<file path="config.mk">
export PLATFORM = sky130hd
export DESIGN_NAME = alu_op_sequencer
export DESIGN_NICKNAME = d
export VERILOG_FILES = /design/src/rtl/alu_op_sequencer_pkg.sv /design/src/rtl/alu_op_sequencer.sv
export SDC_FILE = /design/constraint.sdc
export NUM_CORES = 1
export LEC_CHECK = 0
export ABC_AREA = 0
export CORE_ASPECT_RATIO = 0.75
export CORE_MARGIN = 3
export CORE_UTILIZATION = 42
export CTS_BUF_LIST = sky130_fd_sc_hd__clkbuf_2
export DETAILED_ROUTE_END_ITERATION = 7
export MAX_ROUTING_LAYER = met4
export PLACE_DENSITY = 0.84
export RECOVER_POWER = 50
export SYNTH_ARGS = -nofsm -noshare
export SYNTH_HDL_FRONTEND = slang
export SYNTH_SLANG_ARGS = --single-unit
export TNS_END_PERCENT = 1
</file>
<file path="constraint.sdc">
create_clock -name clk -period 1.7 [get_ports clk]
set_input_delay 0.34 -clock clk [delete_from_list [all_inputs] [get_ports clk]]
set_output_delay 0.34 -clock clk [all_outputs]
set_load 0.01 [all_outputs]
</file>
<file path="src/rtl/alu_op_sequencer_pkg.sv">
// Shared types and constants for the ALU operand sequencer and its companion ALU.
package alu_op_sequencer_pkg;

    localparam int DEF_WIDTH = 8;

    typedef enum logic [1:0] {
        IDLE    = 2'd0,
        SETTLE  = 2'd1,
        CAPTURE = 2'd2,
        HOLD    = 2'd3
    } seq_state_t;

    localparam logic [1:0] SEL_0 = 2'b00;
    localparam logic [1:0] SEL_1 = 2'b01;
    localparam logic [1:0] SEL_2 = 2'b10;
    localparam logic [1:0] SEL_3 = 2'b11;

endpackage

</file>
<file path="src/rtl/alu_op_sequencer.sv">
// Registers commands onto the ALU inputs, waits a settle time, captures the
// result and returns it over a valid/ready handshake; one command in flight.
module alu_op_sequencer
    import alu_op_sequencer_pkg::*;
#(
    parameter int WIDTH         = DEF_WIDTH,
    parameter int SETTLE_CYCLES = 1,
    parameter int CNT_W         = 16
) (
    input  logic             clk,
    input  logic             rst,
    input  logic             cmd_valid,
    output logic             cmd_ready,
    input  logic [WIDTH-1:0] cmd_a,
    input  logic [WIDTH-1:0] cmd_b,
    input  logic [1:0]       cmd_sel,
    input  logic             cmd_chain,
    output logic [WIDTH-1:0] alu_a,
    output logic [WIDTH-1:0] alu_b,
    output logic [1:0]       alu_sel,
    input  logic [WIDTH-1:0] alu_out,
    output logic             res_valid,
    input  logic             res_ready,
    output logic [WIDTH-1:0] res_data,
    output logic [1:0]       res_sel,
    output logic [CNT_W-1:0] op_count
);

    seq_state_t       state;
    logic [3:0]       settle_cnt;
    logic [WIDTH-1:0] last_result;

    // Decoded from the state register only, so never combinational on cmd_valid.
    assign cmd_ready = (state == IDLE);

    always_ff @(posedge clk) begin
        if (rst) begin
            state       <= IDLE;
            settle_cnt  <= '0;
            last_result <= '0;
            alu_a       <= '0;
            alu_b       <= '0;
            alu_sel     <= '0;
            res_valid   <= 1'b0;
            res_data    <= '0;
            res_sel     <= '0;
            op_count    <= '0;
        end else begin
            unique case (state)
                IDLE: begin
                    if (cmd_valid) begin
                        alu_a      <= cmd_chain ? last_result : cmd_a;
                        alu_b      <= cmd_b;
                        alu_sel    <= cmd_sel;
                        settle_cnt <= 4'(SETTLE_CYCLES - 1);
                        state      <= SETTLE;
                    end
                end
                SETTLE: begin
                    if (settle_cnt != '0) begin
                        settle_cnt <= settle_cnt - 4'd1;
                    end else begin
                        state <= CAPTURE;
                    end
                end
                CAPTURE: begin
                    res_data    <= alu_out;
                    res_sel     <= alu_sel;
                    last_result <= alu_out;
                    res_valid   <= 1'b1;
                    state       <= HOLD;
                end
                HOLD: begin
                    if (res_ready) begin
                        res_valid <= 1'b0;
                        op_count  <= op_count + 1'b1;
                        state     <= IDLE;
                    end
                end
                default: state <= IDLE;
            endcase
        end
    end

endmodule

</file>
### Word-level counts from Yosys, hierarchy flattened

Index checks and enable logic that the tools add are counted.

| word-level totals | value |
|---|---|
| memory bits (read-only) | 0 |
| RAM bits | 0 |
| flip-flop bits (word level) | 51 |
| latch bits | 0 |
| input port bits | 31 |
| memories kept | 0 |
| word-level logic and storage cells | 37 |

| cells by class | value |
|---|---|
| reduce and logical (&&, ||, !) cells | 9 |
| bitwise operators | 0 |
| equal/unequal tests | 7 |
| shifts and indexed selects | 0 |
| magnitude comparators | 0 |
| multiplexer cells | 10 |
| $mul | 0 |
| add/subtract/negate cells | 2 |
| divide/modulo/power cells | 0 |

Operators by type and width:

| cell | count |
|---|---|
| $add 16x1->16 const B | 1 |
| $mux 4 | 2 |
| $mux 8 | 1 |
| $ne 2x2->1 const B | 4 |
| $pmux 2 s4 | 1 |
| $pmux 4 s2 | 1 |
| $mux 2 | 3 |
| $reduce_and 2->1 | 3 |
| $reduce_and 3->1 | 2 |
| $eq 2x2->1 const B | 2 |
| $reduce_bool 2->1 | 2 |
| $reduce_bool 4->1 | 1 |
| $sub 4x1->4 const B | 1 |
| $eq 2x1->1 const B | 1 |
| $logic_not 2->1 | 1 |
| $pmux 1 s2 | 1 |
| $mux 1 | 1 |

### Depth between registers and ports, before layout

| depth | value |
|---|---|
| depth after elaboration | 3 |
| mapped depth | 7 |
| mapped depth without buffers | 6 |

### Least setup slack after synthesis

Ideal clock, no wire load.

| path | value |
|---|---|
| path type | reg-to-reg |
| start | register settle_cnt[0] |
| end | register state[1] |
| buffers on the path | 0 |
| slack | 0.096 ns |
| cell stages (with the launch flop) | 7 |
| required time | 1.572 ns |
| data arrival time | 1.476 ns |
| path through | dfxtp_1 inv_1 ha_1 or3b_4 a221oi_4 mux2i_1 nor2_1 |

| on the way | value |
|---|---|
| longest elaborated chain between the ends | 3 |

RTL lines:

| item | RTL line | RTL |
|---|---|---|
| start: declaration | alu_op_sequencer.sv:30 | `logic [3:0] settle_cnt;` |
| start signal: assignment | alu_op_sequencer.sv:55 | `settle_cnt <= 4'(SETTLE_CYCLES - 1);` |
| start signal: assignment | alu_op_sequencer.sv:61 | `settle_cnt <= settle_cnt - 4'd1;` |
| $reduce_bool 4->1 | alu_op_sequencer.sv:60 | `if (settle_cnt != '0) begin` |
| $ne 2x2->1 (no line) | - |  |
| $reduce_and 3->1 (no line) | - |  |
| end signal: assignment | alu_op_sequencer.sv:56 | `state <= SETTLE;` |
| end signal: assignment | alu_op_sequencer.sv:63 | `state <= CAPTURE;` |
| end signal: assignment | alu_op_sequencer.sv:71 | `state <= HOLD;` |
| end: declaration | alu_op_sequencer.sv:29 | `seq_state_t state;` |

Every way passes these cells.
A chain may end at the register's enable or synchronous reset.

### Worst setup path after layout

Ends and elaborated chain as after synthesis.

==> flow_metrics.tcl <==
set metrics [dict create \
    floorplan.die.height_um 68.8 \
    tightestPinTransition_ns 0.712 \
    grt_busiest_layer "met2" \
    htreeDepth 2 \
    grt_usage_pct 18.2 \
    met3_grt_util_pct 4.04 \
    cts_buffers 5 \
    fin_crit_ns 1.68 \
    synth_fp_nets 281 \
    cts_root_buffer "clkbuf_2" \
    detail_route.drc_violations 0 \
    number_of_global_route_vias_before_repair 1788 \
    yosysWarningCount 0 \
    largest_stage_delay_on_the_critical_path_ns 0.39 \
    setup.worst_path.class "register to register" \
    worstSkewPairLatency_ns 0.42 \
    relSlewSlack_pct 52.5 \
    maxClockFrequency_mhz 596 \
    globalRouteMet2Util_pct 30.5 \
    cp-end-kind "register" \
    post_synthesis_cells 243 \
    ys_seq_elements 51 \
    row_count 22 \
    hold_viol_final 0 \
    mappedNetlistArea_mm2 0.00221 \
    fillers 439 \
    numPortBuffers 76 \
    finClkSkew_ns 0.00868 \
    cp_data_required_time_ns 2.03 \
    seqCellArea_mm2 0.00108 \
    critical_path_launch_point_type "register" \
    routedWlPerCell_um 13.5 \
    slowest_stage "dfxtp_2" \
    multiInputGateArea_mm2 0.00114 \
    leakagePower_nw 1.60 \
    wirelength_mm 5.39 \
    grt_pass1_wl_mm 8.36 \
    fin_ws_ns 0.0235 \
    maxSlewViolCount 0 \
    num-nets-final 365 \
    total_power_divided_by_cell_area_mw_per_mm2 988 \
    rsz0062_at_grt "true" \
    fp.dieArea_mm2 0.00617 \
    gr-total-overflow 0 \
    placement_stage_worst_setup_slack_ns -0.195 \
    synthesis_to_layout_area_growth_pct 48.2 \
    starting_utilization_of_the_core_area_pct 44.3 \
    vias_after_detailed_routing 1910 \
    grt.met1_usage_pct 22.5 \
    cp.buffers_inverters 1 \
    drive_above_1_share_pct 25.6 \
    antenna-diode-count 0 \
    crit_family "simple AND/OR/NAND/NOR gates" \
    fin_crit_sh_pct 98.6 \
    timing.final.setup_violations 0 \
    vias_per_cell 4.78 \
    detail_route.iter0.violations 55 \
    dpl_hpwl_mm 3.94 \
    grt_start_max_net_pins 41 \
    tns_ns 0 \
    max_buffers_root_to_sink 2 \
    cts_tree "yes" \
    crit_arrival_ns 2.01 \
    clkSinkCount 51 \
    antenna_violation_net_count_after_detailed_routing 0 \
    peakVddDrop_mv 0.687 \
    worst-path-max-fanout 3 \
    drv.max_cap_violation_count 0 \
    min-delay-path-class "input pin to register" \
    gp_routability_congestion 0.793 \
    worst_setup_hold_path_clk_slew_ns 0.24 \
    path_cells "inv_2 -> ha_4 -> or3b_4 -> a221oi_4 -> mux2i_1 -> nor2_1" \
    netlist-cell-type-count 32 \
    outcome "complete, no violations" \
    fin_hold_ws_ns 0.262 \
    firstDrtPassIters 4 \
    finish.instance_area_mm2 0.00327 \
    synthesis.area_per_instance_um2 9.08 \
    die-width_um 89.7 \
    core-area_mm2 0.00498 \
    place_area_mm2 0.00310 \
    grt_antenna_before_repair 0 \
    ys_seq_area_share_pct 46.3 \
    io_pins 77 \
    finish.utilization_pct 65.6 \
]
## report_power, final
part           switching, W  leakage, nW  internal, W
Combinational      0.000619         1.13     0.000629
Sequential         0.000112        0.436      0.00139
Clock              0.000370       0.0330     0.000112
## worst reg2reg max path, stage by stage, from the launching register on
cell	delay (ns)
dfxtp_2	0.39
inv_2	0.07
ha_4	0.12
or3b_4	0.39
a221oi_4	0.33
mux2i_1	0.25
nor2_1	0.05
## sequential cells by signal (all words and copies together) (netlist names)
signal	flops
res_valid	1
res_sel	2
alu_b	8
state	2
last_result	8
settle_cnt	4
op_count	16
alu_a	8
alu_sel	2
## synth_stat cells
cell,instances,area [µm²]
a211oi_1,8,60.1
a211oi_2,1,12.5
a21oi_1,15,75.1
a221oi_4,1,26.3
a31oi_1,2,12.5
and2_1,1,6.26
and2b_1,1,7.51
and4_1,1,8.76
buf_2,3,15.0
clkbuf_1,9,33.8
dfxtp_1,51,1020
ha_1,7,87.6
inv_1,8,30.0
mux2_2,2,22.5
mux2i_1,21,210
nand2_1,29,109
nand3_1,2,10.0
nand3_4,1,17.5
nand3b_1,1,7.51
nand4_1,6,37.5
nor2_1,38,143
nor2b_1,4,25.0
nor3_1,5,25.0
nor4_1,5,31.3
nor4_2,1,12.5
o21a_1,1,7.51
o21ai_0,3,15.0
o31ai_1,1,7.51
or3_1,2,12.5
or3b_4,1,11.3
xnor2_1,8,70.1
xor2_1,4,35.0
## final cells by class
type | count | share of cell area [%]
flip-flops and latches | 51 | 33.2
multi-input cells | 172 | 34.9
well taps | 72 | 2.76
inverters | 8 | 0.919
repair buffers | 89 | 27.1
clock buffers | 7 | 1.07
clock inverters | 1 | 0.153
## stage by stage
step / cells / total power (W)
after floorplan: 243 / 0.00220
after global placement: 389 / 0.00272
after detailed placement: 389 / 0.00274
after CTS: 397 / 0.00323
after global routing: 400 / 0.00345
final: 400 / 0.00323
## cells by family (layout without fill, tap and decap cells)
group | Yosys count | count (layout) | synth area share [%]
AND/OR/NAND/NOR | 98 | 98 | 21.0
flip-flops | 51 | 51 | 46.3
multiplexers | 23 | 23 | 10.6
XOR/XNOR | 12 | 12 | 4.76
AO/OA/AOI/OAI | 32 | 32 | 9.81
adder cells (fa/ha/maj) | 7 | 7 | 3.97
buffers and inverters | 20 | 105 | 3.57
## per-layer routing
metal | wire length [µm] | up-vias
met2 | 2510 | 39
met3 | 289 | 7
met1 | 2530 | 866
met5 | 0 | -
li1 | - | 998
met4 | 51 | 0
## repair_timing
item | in CTS | in global routing
hold buffers | 0 | 0
setup endpoints to repair | 37 | 24
resized for setup | 68 | 38
buffers inserted | 0 | 3
pin swaps | 0 | 2
## worst paths after layout
| path | start | depth (start not counted) | endpoint | slack, ns |
|---|---|---|---|---|
| setup reg to reg | settle_cnt[0]$_SDFFE_PP0P_ | 6 | state[1]$_SDFFE_PP0P_ | 0.02 |
| hold / removal | rst | 2 | state[1]$_SDFFE_PP0P_ | 0.26 |
| hold reg to reg | alu_b[1]$_SDFFE_PP0P_ | 2 | alu_b[1]$_SDFFE_PP0P_ | 0.47 |
| setup / recovery | settle_cnt[0]$_SDFFE_PP0P_ | 6 | state[1]$_SDFFE_PP0P_ | 0.02 |
## layout by cell type, fill, tap and decap left out, types with 4 or more instances in the layout
cell type and count:
dfxtp_2 44, nor2_1 38, nand2_1 29, clkdlybuf4s50_1 29, dlygate4sd2_1 27, mux2i_1 21, dlymetal6s2s_1 18, a21oi_1 15
buf_4 11, xnor2_1 8, a211oi_1 8, clkbuf_2 8, nand4_1 6, nor4_1 5, nor3_1 5, dfxtp_1 5
inv_2 4, inv_1 4, nor2b_1 4, xor2_1 4, ha_1 4
Power figures use the tool's default switching activity.
==> patch 1 (same flow settings) <==
Put one more register stage on the output `op_count`, without a reset. The value now appears one clock later. The other outputs are not delayed to match.
--- a/src/rtl/alu_op_sequencer.sv
+++ b/src/rtl/alu_op_sequencer.sv
@@ -27,4 +27,6 @@
 );
 
+    logic [CNT_W-1:0] op_count_s0;
+
     seq_state_t       state;
     logic [3:0]       settle_cnt;
@@ -45,5 +47,5 @@
             res_data    <= '0;
             res_sel     <= '0;
-            op_count    <= '0;
+            op_count_s0 <= '0;
         end else begin
             unique case (state)
@@ -74,5 +76,5 @@
                     if (res_ready) begin
                         res_valid <= 1'b0;
-                        op_count  <= op_count + 1'b1;
+                        op_count_s0 <= op_count_s0 + 1'b1;
                         state     <= IDLE;
                     end
@@ -83,4 +85,8 @@
     end
 
+    always_ff @(posedge clk) begin
+        op_count <= op_count_s0;
+    end
+
 endmodule
 
Check against the original RTL: not equivalent (a bounded check fails within 10 cycles, from zero or initial values and one cycle with rst high).
==> patch 1 against the unedited design <==
  * The flow now finishes with violations (negative setup slack)
  * Non-clock buffer count grew 9
  * Sequential cell count grew 16
  * Wire length grew 8.7%
  * Synthesized area grew 15%
  * Global-route usage grew 0.18 points
  * Sequential power grew 22%
  * Design area grew 10%
  * Count of clock-buffer cells in the layout grew 3
  * Final cell count grew 11%
  * Critical path depth shrank 3
  * Worst setup slack lost 0.055 ns
  * Total power grew 24%
  * Largest cell class is now sequential cells
  * Highest routed layer unchanged
==> patch 1: results (changes against the unedited design) <==
stage;metric;value;unit;change
cts;cts_htree_levels;3;;was 2
synth;syn-num-nets;305;;was 281
sta;tightestPinTransition;0.4599;ns;was 0.7119 ns
sta;final.setup_skew;0.02268;ns;was 0.008679 ns
cts;cts.reportedPaths.clkPinSlew;0.19;ns;was 0.24 ns
synth;netlist.area_leader.share;52.99;%;was 46.28%
synth;synth_commonest_cells;dfxtp_1 (67), nor2_1 (36), nand2_1 (29);;was dfxtp_1 (51), nor2_1 (38), nand2_1 (29)
cts;numCtsBuffers;9;;was 5
power_and_ir_drop;vdd.ir_drop.worst;0.6537;mV;was 0.6872 mV
outcome;violations;negative setup slack;;
route;detailed_route_via_count;2210;;was 1910
sta;final.hold.worst_slack;0.2524;ns;was 0.2621 ns
grt;grt_use_met1;23.18;%;was 22.52%
worst_setup_path;critical_path.reg2reg.endpoint;op_count_s0[15];;was state[1]
outcome;outcome;finished with violations;;was complete, no violations
route;avgRoutedWirePerCell;13.19;um;was 13.47 um
layout;fillerInstances;485;;was 439
min_path;min_to;last_result[1];;was state[1]
layout;drive_above_1_share;13.82;%;was 25.61%
layout;nNetsFinal;402;;was 365
grt;global_route_met3_utilization;8.660;%;was 4.038%
placement;detailedPlacementHpwl;4.212;mm;was 3.935 mm
sta;finalWorstSetupSlack;-0.03181;ns;was 0.02346 ns
grt;grt_util_met2;25.65;%;was 30.47%
sta;setup_viol;1;;was 0
power_and_ir_drop;internal-power;2.679;mW;was 2.127 mW
synth;synth.yosys.seq_area_share;52.99;%;was 46.28%
worst_setup_path;rrSetupSlack;0;ns;was 0.02 ns
route;violation_count_after_the_first_detailed_route_iteration;126;;was 55
grt;global_route_wire_length_before_repair;9.528;mm;was 8.362 mm
power_and_ir_drop;leakage;1.599;nW;was 1.602 nW
synth;netlist_top_cells_area;dfxtp_1 (53%), mux2i_1 (7.5%), nor2_1 (5.3%), nand2_1 (4.3%), a21oi_1 (4.0%);;was dfxtp_1 (46%), mux2i_1 (9.5%), nor2_1 (6.5%), nand2_1 (4.9%), ha_1 (4.0%)
grt;grt_max_degree;52;;was 41
synth;synth.distinct_cells;35;;was 32
worst_setup_path;worst_ep_arrival_time;1.39;ns;was 2.01 ns
worst_setup_path;r2r-start;state[0];;was settle_cnt[0]
[patch 1: worst max-delay path by stage]
stage	start	end	slack [ns]
floorplan	state[0]	op_count_s0[15]	0.02
global placement	res_ready	op_count_s0[15]	-0.18
detailed placement	res_ready	op_count_s0[15]	-0.21
CTS	last_result[1]	res_data[1]	-0.08
global route	state[1]	cmd_ready	-0.13
finish	state[0]	cmd_ready	-0.03
[patch 1: cell families (layout without fill, tap and decap cells)]
logic type | Yosys count | count (layout) | synth area share, %
AND/OR/NAND/NOR | 100 | 100 | 18.98
adder cells (fa/ha/maj) | 7 | 7 | 3.460
AO/OA/AOI/OAI | 44 | 44 | 10.68
buffers and inverters | 21 | 123 | 3.263
flip-flops | 67 | 67 | 52.99
XOR/XNOR | 9 | 9 | 3.114
multiplexers | 19 | 19 | 7.513
[patch 1: through the flow]
| stage | power (mW) | setup WS, ns | instances | TNS (ns) | instance area [um2] |
|---|---|---|---|---|---|
| floorplan | 2.517 | 0.01627 | 267 | 0 | 2536 |
| global placement | 3.088 | -0.1791 | 426 | -0.8625 | 3512 |
| detailed placement | 3.116 | -0.2137 | 426 | -0.9780 | 3512 |
| CTS | 3.988 | -0.07797 | 444 | -0.1402 | 3610 |
| global route | 4.234 | -0.1264 | 444 | -0.3876 | 3611 |
| finish | 3.996 | -0.03181 | 444 | -0.03181 | 3611 |
[patch 1: area by class of cell]
cell class | count | share of cell area (%)
flip-flops and latches | 67 | 37.49
multi-input cells | 179 | 31.81
repair buffers | 98 | 23.98
well taps | 75 | 2.599
clock inverters | 6 | 1.802
clock buffers | 10 | 1.386
inverters | 9 | 0.9356
[patch 1: per-layer routing]
metal / part of all wire (%) / routed length (um)
met2: 44 / 2549
met4: 2.1 / 125
met1: 46 / 2706
met5: 0 / 0
met3: 8.1 / 476
[patch 1: repair_timing]
item                                    in CTS  in global routing
endpoints found under the setup margin      47                 12
resized for setup                           61                  5
setup buffers                                2                  0
pin swaps                                    1                  0
[patch 1: critical path, cell delays in order (launching register included)]
cell	delay, ns
dfxtp_1	0.39
inv_1	0.10
ha_4	0.18
clkdlybuf4s15_2	0.22
[patch 1: power groups by stage]
stage | Clock, mW | Combinational [mW] | Sequential (mW)
2_1_floorplan | 0 | 0.593 | 1.92
3_3_place_gp | 0 | 1.22 | 1.86
3_5_place_dp | 0 | 1.25 | 1.87
4_1_cts | 0.945 | 1.21 | 1.84
5_1_grt | 1.02 | 1.36 | 1.85
6_report | 0.929 | 1.24 | 1.83
==> patch 2 (same flow settings) <==
Made on the original files. The package constant `DEF_WIDTH` goes from 8 to 10.
--- a/src/rtl/alu_op_sequencer_pkg.sv
+++ b/src/rtl/alu_op_sequencer_pkg.sv
@@ -2,5 +2,5 @@
 package alu_op_sequencer_pkg;
 
-    localparam int DEF_WIDTH = 8;
+    localparam int DEF_WIDTH = 10;
 
     typedef enum logic [1:0] {
Interface: changed (6 resized); port bits go from 77 to 89. No check against the original RTL was run, so the function may have changed too.
==> patch 2 against the unedited design <==
  * The run now ends with negative setup slack left
  * Worst setup slack got worse by 0.042 ns
  * Wire length increased by 22%
  * Sequential cell count rose by 6
  * Die area rose by 9.0%
  * Total power up 20%
  * Count of clock-buffer cells in the layout rose by 3
  * Synthesized area rose by 9.8%
  * Clock power is 70% higher
  * Design area increased by 15%
==> patch 2: results (changes against the unedited design) <==
stage;metric;value;unit;change
power_and_ir_drop;seq_power;1.67;mW;was 1.50 mW
grt;global_route_wire_length_before_repair;10.67;mm;was 8.362 mm
sta;worst_slew_margin_rel;72.49;%;was 52.54%
sta;finalWorstSetupSlack;-0.01899;ns;was 0.02346 ns
sta;final.setup_skew;0.03430;ns;was 0.008679 ns
placement;portBuffers;88;;was 76
worst_setup_path;worst_ep_arrival_time;2.10;ns;was 2.01 ns
synth;synth_compound_area_share;8.833;%;was 9.813%
placement;gp_congestion;0.9041;;was 0.7934
layout;num-clock-buffers;10;;was 7
synth;synth.distinct_cells;33;;was 32
placement;dpl_worst_slack;-0.3588;ns;was -0.1954 ns
outcome;outcome;finished with violations;;was complete, no violations
sta;setup_viol;1;;was 0
route;met1_length;2.800;mm;was 2.533 mm
outcome;violations;negative setup slack;;
power_and_ir_drop;swShare;34.67;%;was 34.12%
power_and_ir_drop;vdd.ir_drop.worst;0.5955;mV;was 0.6872 mV
cts;post_cts_resized;78;;was 68
synth;post_synth_xor_area_fraction;4.339;%;was 4.765%
synth;synth_cells;270;;was 243
placement;place_area;3622;um2;was 3103 um2
layout;buffers_excl_clock;121;;was 89
layout;multi_input_area_share;34.01;%;was 34.88%
sta;setup_tns;-0.01899;ns;was 0 ns
power_and_ir_drop;share_seq_of_total_power;43.0;%;was 46.4%
worst_setup_path;crit_path_max_incr_delay;0.58;ns;was 0.39 ns
layout;stdcell_count;468;;was 400
synth;post_synthesis_instance_area;2422;um2;was 2206 um2
cts;worstSkewPairLatency;0.48;ns;was 0.42 ns
cts;numCtsBuffers;9;;was 5
cts;number_of_post_cts_setup_repair_buffers;4;;was 0
patch 2: cell types whose count changed after synthesis, moves of 2 or more:
| cell | change |
|---|---|
| nand3_1 | +3 |
| nor2_1 | +4 |
| nor2b_1 | +2 |
| nand2_1 | +6 |
| xor2_1 | +3 |
| nand4_1 | -2 |
| buf_2 | -3 |
| dfxtp_1 | +6 |
| xnor2_1 | -3 |
| mux2i_1 | +4 |
| a211oi_1 | +3 |
| buf_1 | +4 |
patch 2: path summary, 6_finish.rpt:
| check | endpoint | slack, ns | depth (start not counted) |
|---|---|---|---|
| worst min-delay path | op_count[0] | 0.27 | 2 |
| worst max register to register | op_count[15] | -0.02 | 5 |
| worst min register to register | alu_b[6] | 0.47 | 2 |
| worst max-delay path | op_count[15] | -0.02 | 5 |
patch 2: worst reg2reg max path: cells and delay by family, from the launching register on:
kind | cells | cell delay (ns)
muxes | 1 | 0.31
DFF | 1 | 0.38
buffers and inverters | 1 | 0.10
and+or+nand+nor | 3 | 0.83
